$ cat config.mk
export PLATFORM = sky130hd
export DESIGN_NAME = axi_lite_regfile_flat
export DESIGN_NICKNAME = d
export VERILOG_FILES = /design/src/rtl/axi_lite_regfile_if.sv /design/src/rtl/axi_lite_regfile.sv /design/src/flat_wrapper.sv
export SDC_FILE = /design/constraint.sdc
export NUM_CORES = 1
export LEC_CHECK = 0
export ABC_AREA = 0
export CORE_MARGIN = 2
export CORE_UTILIZATION = 30
export CTS_BUF_LIST = sky130_fd_sc_hd__clkbuf_4 sky130_fd_sc_hd__clkbuf_8 sky130_fd_sc_hd__clkbuf_16
export CTS_CLUSTER_DIAMETER = 50
export DETAILED_ROUTE_END_ITERATION = 7
export DONT_BUFFER_PORTS = 1
export PLACE_DENSITY = 0.45
export RECOVER_POWER = 25
export SYNTH_ARGS = -nofsm -noshare
export SYNTH_HDL_FRONTEND = slang
export SYNTH_SLANG_ARGS = --single-unit
$ cat constraint.sdc
create_clock -name aclk -period 3.6 [get_ports aclk]
set_input_delay 0.72 -clock aclk [delete_from_list [all_inputs] [get_ports aclk]]
set_output_delay 0.72 -clock aclk [all_outputs]
set_load 0.005 [all_outputs]
$ cat src/rtl/axi_lite_regfile_if.sv
// rtl/axi_lite_regfile_if.sv - AXI4-Lite types package and bus interface
// Package types are shared by the regfile and its bus interface.
package axi_lite_pkg;
  typedef logic [31:0] addr_t;
  typedef logic [31:0] data_t;
  typedef logic [3:0]  strb_t;
  typedef logic [1:0]  resp_t;

  localparam resp_t RESP_OKAY   = 2'b00;
  localparam resp_t RESP_SLVERR = 2'b10;
endpackage

interface axi_lite_if;
  import axi_lite_pkg::*;

  addr_t awaddr;
  logic  awvalid;
  logic  awready;
  data_t wdata;
  strb_t wstrb;
  logic  wvalid;
  logic  wready;
  resp_t bresp;
  logic  bvalid;
  logic  bready;
  addr_t araddr;
  logic  arvalid;
  logic  arready;
  data_t rdata;
  resp_t rresp;
  logic  rvalid;
  logic  rready;

  modport master (
    output awaddr, awvalid, wdata, wstrb, wvalid, bready, araddr, arvalid, rready,
    input  awready, wready, bresp, bvalid, arready, rdata, rresp, rvalid
  );

  modport slave (
    input  awaddr, awvalid, wdata, wstrb, wvalid, bready, araddr, arvalid, rready,
    output awready, wready, bresp, bvalid, arready, rdata, rresp, rvalid
  );
endinterface

$ cat src/rtl/axi_lite_regfile.sv
// rtl/axi_lite_regfile.sv - AXI4-Lite slave register file with byte strobes
// Define AXI_LITE_REGFILE_SLVERR_EN to answer out-of-range accesses with SLVERR.
module axi_lite_regfile
  import axi_lite_pkg::*;
#(
  parameter int unsigned NUM_REGS  = 8,
  parameter logic [31:0] RESET_VAL = 32'h0000_0000
) (
  input  logic                     aclk,
  input  logic                     aresetn,
  axi_lite_if.slave                s_axi,
  output logic [NUM_REGS*32-1:0]   regs_o
);

  localparam int unsigned IDX_W      = $clog2(NUM_REGS);
  localparam addr_t       ADDR_LIMIT = addr_t'(NUM_REGS * 4);

  typedef enum logic { W_IDLE, W_RESP } w_state_t;
  typedef enum logic { R_IDLE, R_DATA } r_state_t;

  w_state_t   w_state_q;
  r_state_t   r_state_q;

  logic       aw_full_q;
  addr_t      aw_addr_q;
  logic       w_full_q;
  data_t      w_data_q;
  strb_t      w_strb_q;
  resp_t      bresp_q;
  data_t      rdata_q;
  resp_t      rresp_q;
  data_t      regs_q [NUM_REGS];

  logic       awready, wready, arready;
  logic       aw_hs, w_hs, ar_hs, commit;
  addr_t      cm_addr;
  data_t      cm_data;
  strb_t      cm_strb;
  logic       wr_hit, rd_hit;
  logic [IDX_W-1:0] wr_idx, rd_idx;
  data_t      wr_merged_d;
  resp_t      bresp_d;
  data_t      rdata_d;
  resp_t      rresp_d;

  assign awready = !aw_full_q && (w_state_q == W_IDLE);
  assign wready  = !w_full_q  && (w_state_q == W_IDLE);
  assign arready = (r_state_q == R_IDLE);

  assign s_axi.awready = awready;
  assign s_axi.wready  = wready;
  assign s_axi.bvalid  = (w_state_q == W_RESP);
  assign s_axi.bresp   = bresp_q;
  assign s_axi.arready = arready;
  assign s_axi.rvalid  = (r_state_q == R_DATA);
  assign s_axi.rdata   = rdata_q;
  assign s_axi.rresp   = rresp_q;

  // A channel arriving this edge bypasses its latch so commit can happen at once.
  always_comb begin
    aw_hs   = s_axi.awvalid && awready;
    w_hs    = s_axi.wvalid && wready;
    ar_hs   = s_axi.arvalid && arready;
    commit  = (aw_full_q || aw_hs) && (w_full_q || w_hs);
    cm_addr = aw_full_q ? aw_addr_q : s_axi.awaddr;
    cm_data = w_full_q  ? w_data_q  : s_axi.wdata;
    cm_strb = w_full_q  ? w_strb_q  : s_axi.wstrb;
    wr_hit  = (cm_addr < ADDR_LIMIT);
    wr_idx  = cm_addr[IDX_W+1:2];
    wr_merged_d = regs_q[wr_idx];
    for (int k = 0; k < 4; k++) begin
      if (cm_strb[k]) wr_merged_d[8*k +: 8] = cm_data[8*k +: 8];
    end
    rd_hit  = (s_axi.araddr < ADDR_LIMIT);
    rd_idx  = s_axi.araddr[IDX_W+1:2];
    rdata_d = rd_hit ? regs_q[rd_idx] : '0;
    bresp_d = RESP_OKAY;
    rresp_d = RESP_OKAY;
`ifdef AXI_LITE_REGFILE_SLVERR_EN
    if (!wr_hit) bresp_d = RESP_SLVERR;
    if (!rd_hit) rresp_d = RESP_SLVERR;
`else
    bresp_d = RESP_OKAY;
    rresp_d = RESP_OKAY;
`endif
  end

  always_ff @(posedge aclk) begin
    if (!aresetn) begin
      w_state_q <= W_IDLE;
      aw_full_q <= 1'b0;
      aw_addr_q <= '0;
      w_full_q  <= 1'b0;
      w_data_q  <= '0;
      w_strb_q  <= '0;
      bresp_q   <= RESP_OKAY;
      for (int i = 0; i < NUM_REGS; i++) regs_q[i] <= RESET_VAL;
    end else begin
      case (w_state_q)
        W_IDLE: begin
          if (commit) begin
            aw_full_q <= 1'b0;
            w_full_q  <= 1'b0;
            bresp_q   <= bresp_d;
            if (wr_hit) regs_q[wr_idx] <= wr_merged_d;
            w_state_q <= W_RESP;
          end else begin
            if (aw_hs) begin
              aw_full_q <= 1'b1;
              aw_addr_q <= s_axi.awaddr;
            end
            if (w_hs) begin
              w_full_q <= 1'b1;
              w_data_q <= s_axi.wdata;
              w_strb_q <= s_axi.wstrb;
            end
          end
        end
        W_RESP: begin
          if (s_axi.bready) w_state_q <= W_IDLE;
        end
        default: w_state_q <= W_IDLE;
      endcase
    end
  end

  // rdata samples regs_q before any same-edge commit lands, so a colliding read sees the old value.
  always_ff @(posedge aclk) begin
    if (!aresetn) begin
      r_state_q <= R_IDLE;
      rdata_q   <= '0;
      rresp_q   <= RESP_OKAY;
    end else begin
      case (r_state_q)
        R_IDLE: begin
          if (ar_hs) begin
            rdata_q   <= rdata_d;
            rresp_q   <= rresp_d;
            r_state_q <= R_DATA;
          end
        end
        R_DATA: begin
          if (s_axi.rready) r_state_q <= R_IDLE;
        end
        default: r_state_q <= R_IDLE;
      endcase
    end
  end

  for (genvar gi = 0; gi < NUM_REGS; gi++) begin : g_regs_out
    assign regs_o[32*gi +: 32] = regs_q[gi];
  end

endmodule

$ cat src/flat_wrapper.sv
// flat-port wrapper written by rule: the top's interface ports become plain ports
module axi_lite_regfile_flat import axi_lite_pkg::*;
#(
  parameter int unsigned NUM_REGS  = 8,
  parameter logic [31:0] RESET_VAL = 32'h0000_0000
)
  (aclk, aresetn, regs_o, s_axi_awaddr, s_axi_awvalid, s_axi_wdata, s_axi_wstrb, s_axi_wvalid, s_axi_bready, s_axi_araddr, s_axi_arvalid, s_axi_rready, s_axi_awready, s_axi_wready, s_axi_bresp, s_axi_bvalid, s_axi_arready, s_axi_rdata, s_axi_rresp, s_axi_rvalid);
  axi_lite_if s_axi_i ();
  input  logic aclk;
  input  logic aresetn;
  output logic [NUM_REGS*32-1:0] regs_o;
  input wire logic [$bits(s_axi_i.awaddr)-1:0] s_axi_awaddr;
  input wire logic [$bits(s_axi_i.awvalid)-1:0] s_axi_awvalid;
  input wire logic [$bits(s_axi_i.wdata)-1:0] s_axi_wdata;
  input wire logic [$bits(s_axi_i.wstrb)-1:0] s_axi_wstrb;
  input wire logic [$bits(s_axi_i.wvalid)-1:0] s_axi_wvalid;
  input wire logic [$bits(s_axi_i.bready)-1:0] s_axi_bready;
  input wire logic [$bits(s_axi_i.araddr)-1:0] s_axi_araddr;
  input wire logic [$bits(s_axi_i.arvalid)-1:0] s_axi_arvalid;
  input wire logic [$bits(s_axi_i.rready)-1:0] s_axi_rready;
  output wire logic [$bits(s_axi_i.awready)-1:0] s_axi_awready;
  output wire logic [$bits(s_axi_i.wready)-1:0] s_axi_wready;
  output wire logic [$bits(s_axi_i.bresp)-1:0] s_axi_bresp;
  output wire logic [$bits(s_axi_i.bvalid)-1:0] s_axi_bvalid;
  output wire logic [$bits(s_axi_i.arready)-1:0] s_axi_arready;
  output wire logic [$bits(s_axi_i.rdata)-1:0] s_axi_rdata;
  output wire logic [$bits(s_axi_i.rresp)-1:0] s_axi_rresp;
  output wire logic [$bits(s_axi_i.rvalid)-1:0] s_axi_rvalid;
  assign s_axi_i.awaddr = s_axi_awaddr;
  assign s_axi_i.awvalid = s_axi_awvalid;
  assign s_axi_i.wdata = s_axi_wdata;
  assign s_axi_i.wstrb = s_axi_wstrb;
  assign s_axi_i.wvalid = s_axi_wvalid;
  assign s_axi_i.bready = s_axi_bready;
  assign s_axi_i.araddr = s_axi_araddr;
  assign s_axi_i.arvalid = s_axi_arvalid;
  assign s_axi_i.rready = s_axi_rready;
  assign s_axi_awready = s_axi_i.awready;
  assign s_axi_wready = s_axi_i.wready;
  assign s_axi_bresp = s_axi_i.bresp;
  assign s_axi_bvalid = s_axi_i.bvalid;
  assign s_axi_arready = s_axi_i.arready;
  assign s_axi_rdata = s_axi_i.rdata;
  assign s_axi_rresp = s_axi_i.rresp;
  assign s_axi_rvalid = s_axi_i.rvalid;
  axi_lite_regfile #(.NUM_REGS(NUM_REGS), .RESET_VAL(RESET_VAL)) u_core (.aclk(aclk), .aresetn(aresetn), .s_axi(s_axi_i), .regs_o(regs_o));
endmodule
== After elaboration in Yosys (flattened, before gate mapping) ==
Memory sizes are Yosys's and may differ from the RTL's.
Cells that the tools add are included.
Word-level totals
  memories kept: 1
  output and inout port bits: 297
  flip-flop bits (word level): 104
  input port bits: 107
  word-level logic and storage cells: 67
  memory bits (writable): 256
Memories
  u_core.regs_q: words 8, width 32, read ports 9, clocked after Yosys merged registers in 0, write ports 8, line axi_lite_regfile.sv:32  | data_t regs_q [NUM_REGS];
Cells by class
  eq/ne operators: 4
  reductions and logical operators: 22
  $lt $le $gt $ge: 2
  bitwise operators: 3
  multiplexer cells: 27
Operators by type and width (count)
  32-bit 2-to-1 mux: 4
  32-bit by 6-bit < comparator with 1-bit output, second input constant: 2
  8-bit 2-to-1 mux: 4
  32-bit OR reduction: 1
  1-bit 2-to-1 mux: 14
  2-bit AND reduction: 7
  4-bit 2-to-1 mux: 2
  1-bit logical AND: 6
  3-bit AND reduction: 2
  1-bit != test, second input constant: 4
  1-bit one-hot mux with 2 select lines: 2
  2-bit nonzero test: 2
  3-bit 2-to-1 mux: 1
  1-bit inverter: 3
  1-bit zero test: 2
  1-bit logical OR: 2

== Logic depth before layout (Yosys ltp) ==
Gate-level depths: netlist (run 1).
  word-level depth: 12
  gate-level depth with buffers: 8
  depth with buffers taken out: 5

== Worst setup path after synthesis (run 1) ==
No wires, ideal clock.
  path kind: input to register
  start: input s_axi_awaddr[24]
  end: memory u_core.regs_q[1][0] in the netlist's numbering, enable pin
  stages on the path: 6
  data arrival time: 2.338 ns
  data required time: 3.213 ns
  buffers on the path: 1
  library setup time: 0.387 ns
  setup slack: 0.876 ns
  path through: nor4_1 -> nand4_1 -> a22oi_2 -> buf_6 -> inv_1 -> o31ai_1
RTL lines
  from (decl): line flat_wrapper.sv:12  | input wire logic [$bits(s_axi_i.awaddr)-1:0] s_axi_awaddr;
  to (decl): line axi_lite_regfile.sv:32

==> metrics.txt, run 1 <==
Setup TNS=0 ns; vias per cell=5.10; Routed WL=55000 um; most common cell after layout, fill and taps aside=nor2_1; leakage=5.94 nW; Clock transition at path regs=0.06 ns; Worst path max stage delay=0.88 ns; worst min-delay path class=primary input to flop; CTS resizes=0; GPL Wtd Cong=0.803; site row count=84; Post-DP HPWL=39100 um; initial antenna violation count=0; Die ar.=0.0545 mm^2; worst vdd ir=0.000286 V; Worst setup EP type=flop; CP cell instances=nor2_1 -> nor2_1 -> buf_4 -> nand2_1 -> o21ai_0 -> buf_4; gr usage total=19.8%; share of cells above drive strength 1=19.2%; Mapped Cells=1323; Worst Setup Start Kind=flop; Setup Buffers After CTS=0; Overflow after GRT=0; # IOs=404; Vias=10529; Setup violations, final=0; dpl cells=1971; core area=0.0522 mm^2; first-pass GRT wire length=76900 um; TritonCTS buffer count=51; endpoints failing hold=0; RSZ-0062 raised after global routing=no; predominant post-synthesis flop cell=edfxtp_1; Tmin final=3.16 ns; PortBufs=0; CP required=3.88 ns; EDFF count, synth=256; Crit Path Category=flop to flop; antenna cells=0; ANT nets after route=0; H-tree depth=2; Routed wire per std cell=26.6 um; Worst-Margin Slew=1.17 ns; cts hold-fix bufs=0; Seq cells post-synth=358; # DRC=0; sequential element share of the synthesized area=61.6%; Top delay family on crit path=simple AND/OR/NAND/NOR gates; clk_lat worst skew=0.58 ns; Tot Pwr=0.0103 W; Synth cell types=49; crit path buf inv count=2; fmax=0.316 GHz; largest net degree at the start of global routing=137; skew final=0.0204 ns; DRT iter0 DRCs=804; Post-Syn Area=0.0158 mm^2; status=completed; CP max FO=25; post-route insts no fill=2064; most frequent cells in the layout=270 x nor2_1, 256 x edfxtp_1, 200 x nand2_1; fin nets=1443; die height=233 um; ys async rst share=0%; clock sinks=358; Critical Path AT=3.44 ns; area grow syn2layout=16.4%; Synth Area per Inst=11.9 um^2; headroom to the max-slew limit=21.9%; Initial Util=30.2%; CTS Buffer Depth=3; first drt pass iteration count=5; final worst path period share=87.9%; final hold slack=0.281 ns; slowest CP cell=nor2_1; Die X=233 um; Max Transition Viols Final=0; max cap viols=0; total power per unit cell area=563 mW/mm^2; root buf cell=clkbuf_16; yosys warns=0; vias in the first global route=10417; CTS tree=yes
==> synth_stat cells (3+ instances only) <==
| master | number | area [um^2] |
|---|---|---|
| nor2_1 | 270 | 1010 |
| edfxtp_1 | 256 | 7690 |
| nand2_1 | 202 | 758 |
| dfxtp_1 | 102 | 2040 |
| a21boi_0 | 66 | 495 |
| mux4_2 | 64 | 1440 |
| o21ai_0 | 59 | 295 |
| clkbuf_1 | 51 | 191 |
| nand3_1 | 36 | 180 |
| mux2_2 | 34 | 383 |
| nor2b_1 | 33 | 206 |
| a22oi_1 | 32 | 240 |
| buf_2 | 24 | 120 |
| buf_4 | 10 | 75.1 |
| nor4_1 | 10 | 62.6 |
| buf_6 | 8 | 90.1 |
| a22o_1 | 7 | 61.3 |
| buf_1 | 6 | 22.5 |
| inv_1 | 5 | 18.8 |
| nand4_1 | 5 | 31.3 |
| nor3_1 | 5 | 25.0 |
| nor4b_1 | 4 | 35.0 |
| a21oi_1 | 3 | 15.0 |
| nor4_2 | 3 | 37.5 |
==> per-stage QoR <==
step	util, %	setup slack [ns]	cell area (um^2)
3_3_place_gp	31.9	0.321	16600
3_5_place_dp	31.9	0.332	16600
5_1_grt	35.2	0.170	18400
6_report	35.2	0.435	18400
4_1_cts	35.2	0.544	18400
2_1_floorplan	-	0.876	15800
==> cell families (layout without fill, tap and decap cells) <==
kind of cell           after synthesis  after routing  synth area share [%]
DFF                                358            358                  61.6
and+or+nand+nor                    583            583                  15.8
muxes                               99             99                  11.6
buffers and inverters              104            154                  3.28
other                                1              4                0.0238
AOI/OAI and AO/OA                  178            178                  7.67
==> routing by layer <==
metal / part of all wire (%) / routed length (um) / vias to the layer above / global-route usage, %
li1: - / - / 4768 / -
met1: 41 / 22700 / 5277 / 25.4
met2: 47 / 26000 / 420 / 32.1
met3: 9.5 / 5230 / 64 / 6.74
met4: 1.8 / 980 / 0 / 4.61
met5: 0 / 0 / - / 0
==> area by class of cell <==
cell class | count | area [um^2]
fillers | 5135 | 33900
flip-flops and latches | 358 | 9730
multi-input cells | 864 | 5590
clock buffers | 58 | 1380
well taps | 688 | 861
repair buffers | 56 | 433
clock inverters | 35 | 365
inverters | 5 | 18.8
==> state kept, by name, indices dropped and copies added, names as in the netlist <==
register             cells
u_core.w_full_q          1
u_core.aw_addr_q        30
u_core.w_data_q         32
u_core.s_axi.rvalid      1
u_core.w_strb_q          4
u_core.s_axi.bvalid      1
u_core.aw_full_q         1
u_core.regs_q          256
u_core.s_axi.rdata      32
==> where the power goes <==
part	internal [W]	switching (W)	leakage (nW)	total (W)
Sequential	0.00455	0.000145	3.47	0.00469
Clock	0.00314	0.00196	0.841	0.00509
Combinational	0.000233	0.000329	1.64	0.000562
==> worst reg2reg max path: cells and delay by family (launching register included) <==
family          cells  cell delay (ns)
compound gates      1             0.27
buf+inv             2             0.71
flops               1             0.57
simple gates        3             1.31
==> final timing paths <==
check | startpoint | end | slack, ns | cells after the start
setup reg to reg | u_core.aw_full_q | u_core.regs_q[3][21] | 0.44 | 6
hold / removal | s_axi_wdata[17] | u_core.w_data_q[17] | 0.28 | 2
setup / recovery | u_core.aw_full_q | u_core.regs_q[3][21] | 0.44 | 6
hold reg to reg | u_core.w_data_q[16] | u_core.w_data_q[16] | 0.46 | 2
(Power assumes the default switching activity.)
==> inputs of run 2 (changes only) <==
--- a/config.mk
+++ b/config.mk
@@ -12,8 +12,9 @@
 export CTS_CLUSTER_DIAMETER = 50
 export DETAILED_ROUTE_END_ITERATION = 7
 export DONT_BUFFER_PORTS = 1
-export PLACE_DENSITY = 0.45
+export PLACE_DENSITY = 0.49
 export RECOVER_POWER = 25
+export SKIP_LAST_GASP = 1
 export SYNTH_ARGS = -nofsm -noshare
 export SYNTH_HDL_FRONTEND = slang
 export SYNTH_SLANG_ARGS = --single-unit
==> metrics.txt, run 2 (synthesized netlist as in run 1, its figures left out) <==
gr usage total=19.5%; leakage=5.85 nW; status=completed; Initial Util=30.2%; first drt pass iteration count=5; CTS tree=yes; final worst path period share=87.8%; Tot Pwr=0.00999 W; cts hold-fix bufs=0; endpoints failing hold=0; site row count=84; fmax=0.316 GHz; Critical Path AT=3.43 ns; multi-input logic area=0.00557 mm^2; Seq pwr share=46.9%; vias per cell=5.16; # IOs=404; first-pass GRT wire length=76000 um; Vias=10616; slowest CP cell=a22oi_2; PortBufs=0; skew final=0.0160 ns; Seq. cell area=0.00973 mm^2; area grow syn2layout=15.3%; RSZ-0062 raised after global routing=no; Clock transition at path regs=0.06 ns; clock share of power=47.4%; TritonCTS buffer count=48; Die X=233 um; total power per unit cell area=549 mW/mm^2; Routed WL=54300 um; Die ar.=0.0545 mm^2; Worst setup EP type=flop; clk_lat worst skew=0.58 ns; Overflow after GRT=0; initial antenna violation count=0; Worst path max stage delay=0.67 ns; Setup violations, final=0; max cap viols=0; Net Switching=0.00238 W; root buf cell=clkbuf_16; Largest Register=u_core.regs_q; post-route insts no fill=2059; fin nets=1438; H-tree depth=2; CP required=3.87 ns; Sw Ratio=23.8%; antenna cells=0; Crit Path Category=flop to flop; Layout fillers=5133; GPL Wtd Cong=0.815; CTS Buffer Depth=3; # DRC=0; CP max FO=20; most common cell after layout, fill and taps aside=nor2_1; CTS resizes=0; clock sinks=358; share of cells above drive strength 1=18.7%; Post-DP HPWL=38100 um; Max Transition Viols Final=0; Setup TNS=0 ns; Pint=0.00761 W; CP cell instances=nor4b_1 -> nand4_1 -> a22oi_2 -> nand3_4 -> o21ai_0 -> buf_4; headroom to the max-slew limit=10.4%; Worst Setup Start Kind=flop; ANT nets after route=0; Setup Buffers After CTS=0; die height=233 um; max FFs per register=256; Comb pwr share=5.6%; vias in the first global route=10473; Routed wire per std cell=26.4 um; worst min-delay path class=primary input to flop; most frequent cells in the layout=270 x nor2_1, 256 x edfxtp_1, 200 x nand2_1; core area=0.0522 mm^2; largest net degree at the start of global routing=137; Tmin final=3.16 ns; DRT iter0 DRCs=855; Worst-Margin Slew=1.34 ns; dpl cells=1969; worst vdd ir=0.000304 V
==> run 2: cell count changes in the layout (fill, tap and decap cells not counted), moves of 4 or more <==
cell	change
buf_4	-4
clkbuf_16	-4
clkbuf_4	+7
o21ai_0	+5
o21ai_1	-5
==> run 2: stage by stage <==
step | area, um^2 | hold slack (ns) | setup slack, ns | utilization [%]
6_report | 18200 | 0.284 | 0.439 | 34.8
3_5_place_dp | 16600 | 0.456 | 0.311 | 31.8
2_1_floorplan | 15800 | 0.443 | 0.876 | -
5_1_grt | 18200 | 0.252 | 0.155 | 34.8
3_3_place_gp | 16600 | 0.449 | 0.371 | 31.8
4_1_cts | 18200 | 0.240 | 0.430 | 34.9
==> run 2: layout make-up <==
| class | instances | area share [%] |
|---|---|---|
| Clock buffer | 59 | 7.15 |
| Clock inverter | 31 | 1.64 |
| Inverter | 5 | 0.103 |
| Multi-Input combinational cell | 864 | 30.6 |
| Sequential cell | 358 | 53.5 |
| Tap cell | 688 | 4.73 |
| Timing Repair Buffer | 54 | 2.26 |
==> run 2: worst paths after layout <==
kind / startpoint / to / slack, ns / depth (start not counted)
max: u_core.aw_full_q / u_core.regs_q[5][4] / 0.44 / 6
min: s_axi_arvalid / u_core.s_axi.rvalid / 0.28 / 1
max reg2reg: u_core.aw_full_q / u_core.regs_q[5][4] / 0.44 / 6
min reg2reg: u_core.w_data_q[8] / u_core.w_data_q[8] / 0.46 / 2
==> run 2: power groups by stage <==
stage	Combinational, W	Sequential, W	Clock (W)
after floorplan	0.000445	0.00470	0
after global placement	0.000562	0.00477	0
after detailed placement	0.000569	0.00478	0
after CTS	0.000571	0.00469	0.00487
after global routing	0.000612	0.00470	0.00503
final	0.000561	0.00469	0.00474
==> run 2: critical path, delay by kind of cell, from the launching register on <==
kind	cells	cell delay [ns]
flip-flops	1	0.61
AO/OA/AOI/OAI	2	1.04
AND/OR/NAND/NOR	3	0.96
buffers and inverters	1	0.24
==> run 2: per-layer routing <==
layer / GRT usage [%] / vias to the layer above / wire (um)
li1: - / 4771 / -
met1: 24.7 / 5341 / 22200
met2: 31.0 / 426 / 25300
met3: 7.62 / 78 / 5530
met4: 5.16 / 0 / 1250
met5: 0 / - / 0
